==> config.mk <==
export PLATFORM = sky130hd
export DESIGN_NAME = rc4_prga_drop
export DESIGN_NICKNAME = d
export VERILOG_FILES = /design/src/rtl/arc4_pkg.sv /design/src/rtl/rc4_prga_drop.sv
export SDC_FILE = /design/constraint.sdc
export NUM_CORES = 1
export LEC_CHECK = 0
export BUFFER_PORTS_ARGS = -buffer_cell sky130_fd_sc_hd__buf_2
export CORE_MARGIN = 5
export CORE_UTILIZATION = 38
export DETAILED_ROUTE_END_ITERATION = 8
export PLACE_DENSITY = 0.6
export SLEW_MARGIN = 20
export SYNTH_ARGS = -nofsm -noshare
export SYNTH_HDL_FRONTEND = slang
export SYNTH_SLANG_ARGS = --single-unit
==> constraint.sdc <==
create_clock -name clk -period 2.45 [get_ports clk]
set_input_delay 0.1225 -clock clk [delete_from_list [all_inputs] [get_ports clk]]
set_output_delay 0.1225 -clock clk [all_outputs]
set_load 0.01 [all_outputs]
==> src/rtl/arc4_pkg.sv <==
// Shared types for the ARC4 decrypt datapath: S-box depth, byte type and
// the PRGA state encoding.
package arc4_pkg;

    localparam int S_DEPTH = 256;

    typedef logic [7:0] byte_t;

    typedef enum logic [3:0] {
        ST_IDLE,
        ST_RD_LEN,
        ST_CALC_I,
        ST_RD_SI,
        ST_CALC_J,
        ST_RD_SJ,
        ST_WR_SJ,
        ST_WR_SI,
        ST_RD_SIJ,
        ST_DROP,
        ST_RD_CT,
        ST_WAIT_CT,
        ST_WR_PT,
        ST_INC_K
    } prga_state_t;

endpackage

==> src/rtl/rc4_prga_drop.sv <==
// RC4 keystream generator with optional RC4-drop[N]: copies a little-endian
// length header from ct to pt, then writes pt = ct ^ keystream per byte.
module rc4_prga_drop
    import arc4_pkg::*;
#(
    parameter int ADDR_W    = 9,
    parameter int LEN_BYTES = 2,
    parameter int DROP_N    = 0
) (
    input  logic              clk,
    input  logic              rst,
    input  logic              en,
    output logic              rdy,
    output logic [7:0]        s_addr,
    input  logic [7:0]        s_rddata,
    output logic [7:0]        s_wrdata,
    output logic              s_wren,
    output logic [ADDR_W-1:0] ct_addr,
    input  logic [7:0]        ct_rddata,
    output logic [ADDR_W-1:0] pt_addr,
    output logic [7:0]        pt_wrdata,
    output logic              pt_wren
);

    localparam int LEN_W   = ADDR_W + 1;
    localparam int HDR_W   = 8 * LEN_BYTES;
    localparam int MAX_LEN = (1 << ADDR_W) - LEN_BYTES;

    prga_state_t      state_q, state_d;
    byte_t            i_q, i_d, j_q, j_d;
    byte_t            si_q, si_d, sj_q, sj_d, ks_q, ks_d;
    logic [LEN_W-1:0] k_q, k_d, len_q, len_d, k_inc, len_clamped;
    logic [10:0]      dropped_q, dropped_d;
    logic [HDR_W-1:0] hdr_raw;

    always_ff @(posedge clk or posedge rst) begin
        if (rst) begin
            state_q   <= ST_IDLE;
            i_q       <= '0;
            j_q       <= '0;
            si_q      <= '0;
            sj_q      <= '0;
            ks_q      <= '0;
            k_q       <= '0;
            len_q     <= '0;
            dropped_q <= '0;
        end else begin
            state_q   <= state_d;
            i_q       <= i_d;
            j_q       <= j_d;
            si_q      <= si_d;
            sj_q      <= sj_d;
            ks_q      <= ks_d;
            k_q       <= k_d;
            len_q     <= len_d;
            dropped_q <= dropped_d;
        end
    end

    // The last header byte is on ct_rddata; earlier (low) byte sits in len_q.
    always_comb begin
        hdr_raw     = HDR_W'(len_q[7:0]) | (HDR_W'(ct_rddata) << (8 * (LEN_BYTES - 1)));
        len_clamped = (32'(hdr_raw) > MAX_LEN) ? LEN_W'(MAX_LEN) : LEN_W'(hdr_raw);
        k_inc       = k_q + LEN_W'(1);
    end

    always_comb begin
        state_d   = state_q;
        i_d       = i_q;
        j_d       = j_q;
        si_d      = si_q;
        sj_d      = sj_q;
        ks_d      = ks_q;
        k_d       = k_q;
        len_d     = len_q;
        dropped_d = dropped_q;
        rdy       = (state_q == ST_IDLE);
        s_addr    = '0;
        s_wrdata  = '0;
        s_wren    = 1'b0;
        ct_addr   = '0;
        pt_addr   = '0;
        pt_wrdata = '0;
        pt_wren   = 1'b0;

        unique case (state_q)
            ST_IDLE: begin
                if (en) begin
                    state_d   = ST_RD_LEN;
                    i_d       = '0;
                    j_d       = '0;
                    k_d       = '0;
                    len_d     = '0;
                    dropped_d = '0;
                end
            end
            // k indexes header bytes here: read byte k, echo byte k-1.
            ST_RD_LEN: begin
                if (k_q < LEN_W'(LEN_BYTES)) ct_addr = ADDR_W'(k_q);
                if (k_q != '0) begin
                    pt_addr   = ADDR_W'(k_q - LEN_W'(1));
                    pt_wrdata = ct_rddata;
                    pt_wren   = 1'b1;
                end
                if (k_q == LEN_W'(LEN_BYTES)) begin
                    len_d   = len_clamped;
                    k_d     = '0;
                    state_d = (hdr_raw == '0) ? ST_IDLE : ST_CALC_I;
                end else begin
                    if (k_q != '0) len_d = LEN_W'(ct_rddata);
                    k_d = k_inc;
                end
            end
            ST_CALC_I: begin
                i_d     = i_q + 8'd1;
                state_d = ST_RD_SI;
            end
            ST_RD_SI: begin
                s_addr  = i_q;
                state_d = ST_CALC_J;
            end
            ST_CALC_J: begin
                si_d    = s_rddata;
                j_d     = j_q + s_rddata;
                state_d = ST_RD_SJ;
            end
            ST_RD_SJ: begin
                s_addr  = j_q;
                state_d = ST_WR_SJ;
            end
            ST_WR_SJ: begin
                sj_d     = s_rddata;
                s_addr   = j_q;
                s_wrdata = si_q;
                s_wren   = 1'b1;
                state_d  = ST_WR_SI;
            end
            ST_WR_SI: begin
                s_addr   = i_q;
                s_wrdata = sj_q;
                s_wren   = 1'b1;
                state_d  = ST_RD_SIJ;
            end
            ST_RD_SIJ: begin
                s_addr  = si_q + sj_q;
                state_d = (dropped_q < 11'(DROP_N)) ? ST_DROP : ST_RD_CT;
            end
            ST_DROP: begin
                dropped_d = dropped_q + 11'd1;
                state_d   = ST_CALC_I;
            end
            ST_RD_CT: begin
                ks_d    = s_rddata;
                ct_addr = ADDR_W'(k_q + LEN_W'(LEN_BYTES));
                state_d = ST_WAIT_CT;
            end
            // ks_q is folded with the ciphertext so it holds the plaintext byte.
            ST_WAIT_CT: begin
                ks_d    = ks_q ^ ct_rddata;
                state_d = ST_WR_PT;
            end
            ST_WR_PT: begin
                pt_addr   = ADDR_W'(k_q + LEN_W'(LEN_BYTES));
                pt_wrdata = ks_q;
                pt_wren   = 1'b1;
                state_d   = ST_INC_K;
            end
            ST_INC_K: begin
                k_d     = k_inc;
                state_d = (k_inc < len_q) ? ST_CALC_I : ST_IDLE;
            end
            default: state_d = ST_IDLE;
        endcase
    end

endmodule

==> results of run 1 <==
registers in the layout, indices dropped and copies added (netlist names):
register / cells
i_q: 8
j_q: 8
k_q: 10
ks_q: 8
len_q: 10
si_q: 8
sj_q: 8
state_q: 4
what timing repair did:
item | CTS | global route
setup endpoints to repair | 18 | 18
pin swaps | 4 | 9
endpoints found under the hold margin | 29 | 0
gates resized for setup | 11 | 18
setup buffers | 13 | 5
hold buffers | 1 | 0
per-stage QoR:
step / area (um2) / instances
floorplan: 4715 / 524
global placement: 5311 / 752
detailed placement: 5311 / 752
CTS: 5793 / 782
global route: 5898 / 787
finish: 5898 / 787
worst min-delay path: cells and delay by family:
family | cells | cell delay [ns]
AO/OA/AOI/OAI | 1 | 0.05
buffers and inverters | 1 | 0.13
AND/OR/NAND/NOR | 1 | 0.06
layout make-up:
class                           instances  area (um2)  share of cell area
Inverter                               23       86.33             0.01464
Clock buffer                            9       225.2             0.03818
Sequential cell                        64        1605              0.2722
Multi-Input combinational cell        408        2960              0.5019
Tap cell                              168       210.2             0.03564
Timing Repair Buffer                  108       690.7              0.1171
Clock inverter                          7       120.1             0.02036
cell families after synthesis:
kind of cell | after synthesis
AO/OA/AOI/OAI | 171
XOR/XNOR | 29
adder cells (fa/ha/maj) | 32
buffers and inverters | 52
flip-flops | 64
multiplexers | 17
AND/OR/NAND/NOR | 159
power by group through the flow:
stage / sequential [uW] / combinational [uW] / clock, uW
6_report: 1970 / 4220 / 1510
3_5_place_dp: 2000 / 3770 / 0
5_1_grt: 2030 / 4680 / 1570
4_1_cts: 1960 / 4020 / 1520
3_3_place_gp: 1970 / 3690 / 0
2_1_floorplan: 1820 / 2780 / 0
how the worst max path moves through the flow:
stage,startpoint,endpoint,slack (ns),cells past startpoint
floorplan,k_q[1],state_q[1],0.19,10
global placement,k_q[1],state_q[1],0.15,11
detailed placement,k_q[1],state_q[1],0.05,11
CTS,k_q[4],pt_addr[7],-0.04,7
global route,k_q[3],pt_addr[7],-0.11,7
finish,k_q[3],pt_addr[7],-0.04,7
synthesized netlist by cell type, types with 7 or more instances:
library cell	count	area, um2
dfrtp_1	64	1602
o21ai_0	46	230.2
nand2_1	38	142.6
a21oi_1	34	170.2
nor2_1	32	120.1
ha_1	30	375.4
a22o_1	29	254.0
nand3_1	29	145.1
inv_1	23	86.33
xnor2_1	18	157.7
mux2_2	15	168.9
buf_2	13	65.06
clkbuf_1	13	48.80
o22ai_1	11	68.82
xor2_1	11	96.34
nand2b_1	9	56.30
a2bb2oi_1	7	61.31
routing by layer:
metal	track usage	vias up	wire (um)
met1	0.2596	2160	6265
met4	0.08824	0	389
met5	0	-	0
li1	-	2119	-
met3	0.02844	25	550
met2	0.3047	132	6585
layout by cell type, fill, tap and decap left out, types with 6 or more instances in the layout:
cell,Yosys,layout
a21oi_1,34,32
a22o_1,29,29
a22oi_1,6,6
a2bb2oi_1,7,7
buf_2,13,63
buf_4,1,37
buf_6,1,6
clkbuf_16,0,9
dfrtp_1,64,61
ha_1,30,27
inv_1,23,21
mux2_2,15,15
nand2_1,38,38
nand2b_1,9,9
nand3_1,29,29
nor2_1,32,32
nor2b_1,6,6
o21ai_0,46,43
o22ai_1,11,11
xnor2_1,18,17
xor2_1,11,11
==> flow_summary.ini, run 1 <==
[logic_synthesis]
synthMuxAreaShare = 0.04007
syn_inst = 524
yosys_warnings = 0
async_flop_share = 1.000
yosysUniqueCellTypes = 68
synth_top_flop_cell = dfrtp_1
avgSynthCellArea_um2 = 8.997
synthXorXnorAreaFrac = 0.05387
synth_fa_ha_area_frac = 0.08811
synth_edf_count = 0
synth-compound-area-share = 0.2497
mappedNetlistNets = 575
synth_top_family_by_area = compound AO/OA/AOI/OAI gates
synth_area_um2 = 4715
synth_simple_gate_area_frac = 0.1813
synth_seq_cells = 64
yosysSeqAreaShare = 0.3397

[worst_setup_path]
r2r_start = k_q[3]
cp.arrival_ns = 2.37
required_ns = 2.33
cp_slowest_stage_delay_ns = 0.53
rr_endpoint = len_q[1]
cp-end-kind = output port
r2r_setup_slack_ns = 0.06
crit_fanout = 12
critPathMostFrequentCell = buf_6
crit_type = reg2out
critical_path.top_delay_family = compound AO/OA/AOI/OAI gates
rr_worst_depth = 10
path_buf_inv = 3
start_kind = register
cp_slowest_cell = or4_4
crit_chain = buf_6 -> or4_4 -> o41a_1 -> buf_6 -> a22oi_1 -> a21oi_1 -> buf_2

[timing]
max_freq_mhz = 401.5
worst_slew_pin_slew_ns = 0.8410
max_slew_margin = 0.4393
fin_ws_ns = -0.04059
hold_violations = 0
whs_ns = 0.06926
rsz0062_at_grt = true
skew_ns = 0.006076
setup_viol = 11
maxSlewViolCount = 0
post-route-period-util = 1.017
finalSetupTns_ns = -0.2235
min_period_ns = 2.491

[layout]
fill_cells = 1169
antenna_cells = 0
final_core_util = 0.4870
drive_gt1_frac = 0.2859
layout.nets = 665
syn2layout_area_growth_pct = 25.11

[power_and_ir_drop]
sw_frac_of_total = 0.4255
ir_worst_vdd_v = 0.0006814
comb_power_share = 0.548
p_total_uw = 7697
leakagePower_uw = 0.002683
power_density_nw_per_um2 = 1305
power_switching_uw = 3275
clkPwrFrac = 0.196
pwr-share-seq = 0.256
power.internal_uw = 4422

[run_status]
violations = negative setup slack
status = finished with violations

[grt]
first_global_vias = 4464
overflow = 0
antenna_found_initial = 0
grt_max_degree = 36
grt_use_total = 0.1927
grt_pass1_wl_mm = 22.60

[place]
hpwlAfterDp_mm = 9.957
io_buffers = 63
gp_congestion = 0.8557
place_ws_ns = 0.04623

[floorplan]
chipWidth_um = 121.4
core_area_um2 = 12110
initial_core_util = 0.3893
dieHeight_um = 121.4
num_rows = 40
io_pins = 64
die_area_um2 = 14730

[worst_hold_path]
hp-start = ct_rddata[6]
min_to = len_q[6]
min_path_cells = 3
hold_path_class = in2reg

[cts]
clk_latency_ns = 0.34
cts_buffer_depth = 2
clkTransAtPathRegs_ns = 0.06
htree_levels = 3
cts-root-buf = clkbuf_16
numCtsBuffers = 9
cts.sinks = 64
cts_tree = built

[drt]
drtIter0Drc = 252
via_count = 4436
antenna_left = 0
first_pass_iters = 5
viasPerCell = 5.637
post_drt_wl_per_cell_um = 17.52
wl_mm = 13.79
drc = 0

[job]
drv_cap = 0
(Power assumes the default switching activity.)
==> run 2: changes to the inputs <==
PLACE_DENSITY = 0.62   (was 0.6)
clock period = 2 ns   (was 2.45 ns; I/O delays follow)
==> flow_summary.ini, run 2 (synthesis results as in run 1) <==
[grt]
overflow = 0
grt_pass1_wl_mm = 23.29
first_global_vias = 4598
antenna_found_initial = 0
grt_max_degree = 40
grt_use_total = 0.1967

[cts]
clk_latency_ns = 0.34
cts_buffer_depth = 2
cts-root-buf = clkbuf_16
numCtsBuffers = 9
cts_tree = built
htree_levels = 3
cts.sinks = 64
clkTransAtPathRegs_ns = 0.06

[run_status]
violations = negative setup slack
status = finished with violations

[drt]
via_count = 4735
viasPerCell = 5.571
antenna_left = 0
drtIter0Drc = 260
first_pass_iters = 5
wl_mm = 14.84
drc = 0
post_drt_wl_per_cell_um = 17.45

[timing]
setup_viol = 47
max_slew_margin = 0.5688
hold_violations = 0
min_period_ns = 2.408
rsz0062_at_grt = true
skew_ns = 0.005036
finalSetupTns_ns = -11.43
whs_ns = 0.04666
max_freq_mhz = 415.2
fin_ws_ns = -0.4083
worst_slew_pin_slew_ns = 0.6425
maxSlewViolCount = 0
post-route-period-util = 1.204

[power_and_ir_drop]
power_density_nw_per_um2 = 1563
pwr-share-seq = 0.230
power_switching_uw = 4468
clkPwrFrac = 0.164
ir_worst_vdd_v = 0.0008152
sw_frac_of_total = 0.4168
leakagePower_uw = 0.003057
p_total_uw = 10720
comb_power_share = 0.606
power.internal_uw = 6252

[worst_setup_path]
path_buf_inv = 2
crit_chain = buf_6 -> or4_4 -> o41a_1 -> and2_4 -> a211oi_2 -> a21oi_1 -> buf_2
cp.arrival_ns = 2.31
critical_path.top_delay_family = simple AND/OR/NAND/NOR gates
rr_worst_depth = 8
cp_slowest_cell = or4_4
r2r_start = k_q[4]
start_kind = register
cp-end-kind = output port
crit_fanout = 3
crit_type = reg2out
required_ns = 1.90
r2r_setup_slack_ns = -0.25
cp_slowest_stage_delay_ns = 0.51
rr_endpoint = k_q[4]

[worst_hold_path]
hold_path_class = in2reg
hp-start = ct_rddata[2]
min_path_cells = 3
min_to = len_q[2]

[floorplan]
die_area_um2 = 14730
dieHeight_um = 121.4
chipWidth_um = 121.4
io_pins = 64
num_rows = 40
core_area_um2 = 12110
initial_core_util = 0.3893

[layout]
syn2layout_area_growth_pct = 45.49
final_cell_mix = buf_4, buf_2, dfrtp_1, nand2_1, o21ai_0
drive_gt1_frac = 0.4296
layout_commonest_cell = buf_4
antenna_cells = 0
layout.nets = 728
reg.largest.list = k_q x10, len_q x10
fill_cells = 1063

[place]
gp_congestion = 0.8694
hpwlAfterDp_mm = 10.44
io_buffers = 63

[job]
drv_cap = 0
==> run 2: changes by cell type in the layout (fill, tap and decap cells not counted), sizes merged <==
cell / before / now
clkbuf: 9 / 10
clkinvlp: 1 / 2
buf: 107 / 170
clkinv: 3 / 2
bufinv: 3 / 2
==> run 2: worst reg2reg max path: stages, from the launching register on <==
cell	delay (ns)
dfrtp_1	0.39
buf_6	0.12
or4_4	0.51
buf_4	0.16
buf_6	0.11
o41ai_4	0.33
nand2_2	0.17
buf_6	0.17
a22o_1	0.18
==> run 2: how the worst max path moves through the flow <==
stage	startpoint	to	slack [ns]	cells past startpoint
after floorplan	k_q[5]	state_q[1]	-0.13	11
after global placement	k_q[5]	pt_addr[4]	-0.17	7
after detailed placement	k_q[2]	state_q[1]	-0.22	11
after CTS	k_q[4]	pt_addr[7]	-0.42	7
after global routing	k_q[4]	pt_addr[7]	-0.49	7
final	k_q[4]	pt_addr[7]	-0.41	7
==> run 2: repair_timing <==
item | 4_1_cts | 5_1_grt
cloned | 0 | 1
hold buffers | 1 | 0
gates resized for setup | 55 | 70
setup buffers | 16 | 16
hold endpoints to repair | 64 | 0
endpoints found under the setup margin | 46 | 56
pin swaps | 25 | 39
==> run 2: routing by layer <==
layer | vias up | global-route usage | share of wire
met2 | 153 | 0.3282 | 0.50
met5 | - | 0 | 0
met1 | 2307 | 0.2597 | 0.43
li1 | 2254 | - | -
met3 | 21 | 0.02890 | 0.053
met4 | 0 | 0.06793 | 0.021
==> run 2: final cells by class <==
type	instances	area (um2)	area share
Multi-Input combinational cell	408	3346	0.4878
Inverter	23	91.34	0.01332
Clock inverter	6	92.59	0.01350
Clock buffer	10	239.0	0.03484
Tap cell	168	210.2	0.03065
Timing Repair Buffer	171	1271	0.1853
Sequential cell	64	1609	0.2346
==> run 2: through the flow <==
stage,std cells,setup WS [ns],area [um2],util
6_report,850,-0.4083,6859,0.5663
4_1_cts,835,-0.4175,6415,0.5296
5_1_grt,850,-0.4867,6859,0.5663
2_1_floorplan,524,-0.1339,4771,-
3_3_place_gp,803,-0.1651,5767,0.4761
3_5_place_dp,803,-0.2162,5767,0.4761
==> run 2: power by group through the flow <==
stage	sequential [uW]	combinational, uW	clock [uW]
2_1_floorplan	2250	3450	0
3_3_place_gp	2390	5030	0
3_5_place_dp	2420	5170	0
4_1_cts	2410	5750	1770
5_1_grt	2550	7100	1810
6_report	2470	6500	1750
==> run 3: changes to the inputs <==
CELL_PAD_IN_SITES_DETAIL_PLACEMENT = 0   (was unset)
CELL_PAD_IN_SITES_GLOBAL_PLACEMENT = 1   (was unset)
PLACE_DENSITY = 0.74   (was 0.62)
clock period = 2.5 ns   (was 2 ns; I/O delays follow)
==> flow_summary.ini, run 3 (synthesis results as in run 1) <==
[run_status]
status = finished, final reports clean

[floorplan]
core_area_um2 = 12110
chipWidth_um = 121.4
num_rows = 40
die_area_um2 = 14730
initial_core_util = 0.3893
dieHeight_um = 121.4
io_pins = 64

[power_and_ir_drop]
p_total_uw = 7084
comb_power_share = 0.545
pwr-share-seq = 0.273
power_density_nw_per_um2 = 1232
sw_frac_of_total = 0.4276
power.internal_uw = 4054
ir_worst_vdd_v = 0.0005403
leakagePower_uw = 0.002605
power_switching_uw = 3029
clkPwrFrac = 0.182

[timing]
maxSlewViolCount = 0
max_freq_mhz = 413.5
finalSetupTns_ns = 0
hold_violations = 0
post-route-period-util = 0.9674
min_period_ns = 2.419
fin_ws_ns = 0.08141
skew_ns = 0.005961
max_slew_margin = 0.4287
worst_slew_pin_slew_ns = 0.8570
setup_viol = 0

[grt]
grt_max_degree = 65
overflow = 0
grt_use_total = 0.1913
first_global_vias = 4341
grt_pass1_wl_mm = 22.62
antenna_found_initial = 0

[place]
place_ws_ns = -0.01794
hpwlAfterDp_mm = 10.08
gp_congestion = 0.8592
io_buffers = 63
dp.cells = 754

[worst_setup_path]
cp_slowest_cell = dfrtp_2
crit_chain = inv_4 -> ha_2 -> or3b_4 -> or2_4 -> o32a_1 -> a22oi_2 -> buf_2
cp_slowest_stage_delay_ns = 0.43
path_buf_inv = 2
start_kind = register
crit_fanout = 5
critical_path.top_delay_family = simple AND/OR/NAND/NOR gates
crit_type = reg2out
cp-end-kind = output port
cp.arrival_ns = 2.29
required_ns = 2.38

[layout]
instances_no_fill = 777
reg.largest.list = k_q x10, len_q x10
final_cell_mix = buf_2, dfrtp_1, o21ai_0, nand2_1, buf_4
antenna_cells = 0
syn2layout_area_growth_pct = 21.97
drive_gt1_frac = 0.2742
layout.nets = 656
layout_commonest_cell = buf_2

[cts]
cts_buffer_depth = 2
numCtsBuffers = 9
clk_latency_ns = 0.33
cts_tree = built
clkTransAtPathRegs_ns = 0.06
htree_levels = 3
hold_buffers = 0
cts-root-buf = clkbuf_16
cts.sinks = 64

[drt]
viasPerCell = 5.485
wl_mm = 13.51
via_count = 4262
first_pass_iters = 4
antenna_left = 0
drtIter0Drc = 228
post_drt_wl_per_cell_um = 17.39
drc = 0

[job]
drv_cap = 0

[worst_hold_path]
hold_path_class = in2async
-- run 3: cell count changes in the layout (fill, tap and decap cells not counted), moves of 7 or more --
cell / delta
o21ai_0: +13
ha_4: -10
o21ai_1: -9
a21oi_2: -7
ha_1: +10
buf_6: -27
a21oi_1: +8
buf_4: -41
-- run 3: cell type report --
cell class / count / area, um2
well taps: 168 / 210.2
clock buffers: 13 / 270.3
repair buffers: 99 / 589.3
fillers: 1228 / 6361
inverters: 23 / 88.84
flip-flops and latches: 64 / 1605
clock inverters: 2 / 37.54
multi-input cells: 408 / 2949
-- run 3: worst register-to-register path, cell delays in order (launching register included) --
cell,delay [ns]
dfrtp_2,0.37
buf_4,0.17
ha_2,0.22
and3_1,0.19
nand2_1,0.08
xnor2_1,0.23
ha_1,0.30
a21oi_1,0.16
nand2_1,0.07
a41oi_1,0.21
o21ai_1,0.09
a21oi_1,0.15
-- run 3: path summary, 6_finish.rpt --
path | start | end | slack [ns] | depth (start not counted)
worst max-delay path | k_q[0] | pt_addr[8] | 0.08 | 7
worst min-delay path | rst | len_q[2] | 0.04 | 3
worst max register to register | k_q[1] | state_q[1] | 0.20 | 11
worst min register to register | i_q[7] | i_q[7] | 0.49 | 1
max in group asynchronous | rst | state_q[0] | 1.85 | 3
min in group clk | ct_rddata[7] | len_q[7] | 0.07 | 3
-- run 3: timing repair --
item                       CTS  global route
resized for setup            5            20
setup buffers                5             3
setup endpoints to repair   14            15
pin swaps                    2             5
cloned                       0             0
-- run 3: power groups by stage --
| stage | registers (uW) | clock network, uW | logic, uW |
|---|---|---|---|
| finish | 1930 | 1290 | 3860 |
| global route | 2000 | 1380 | 4340 |
| CTS | 1920 | 1320 | 3810 |
| detailed placement | 1960 | 0 | 3700 |
| global placement | 1940 | 0 | 3630 |
| floorplan | 1780 | 0 | 2720 |
-- run 3: metal layers --
metal,vias to the layer above,wire [um],global-route usage
met4,0,255,0.06443
li1,2098,-,-
met3,14,584,0.03497
met1,2055,6244,0.2659
met5,-,0,0
met2,95,6430,0.2995
-- run 3: metrics by stage --
| step | hold WS [ns] | instance area [um2] | utilization |
|---|---|---|---|
| CTS | 0.07088 | 5669 | 0.4681 |
| detailed placement | 0.4160 | 5314 | 0.4387 |
| global route | 0.08491 | 5751 | 0.4748 |
| finish | 0.04312 | 5751 | 0.4748 |
| global placement | 0.4083 | 5314 | 0.4387 |
| floorplan | 0.2418 | 4715 | - |
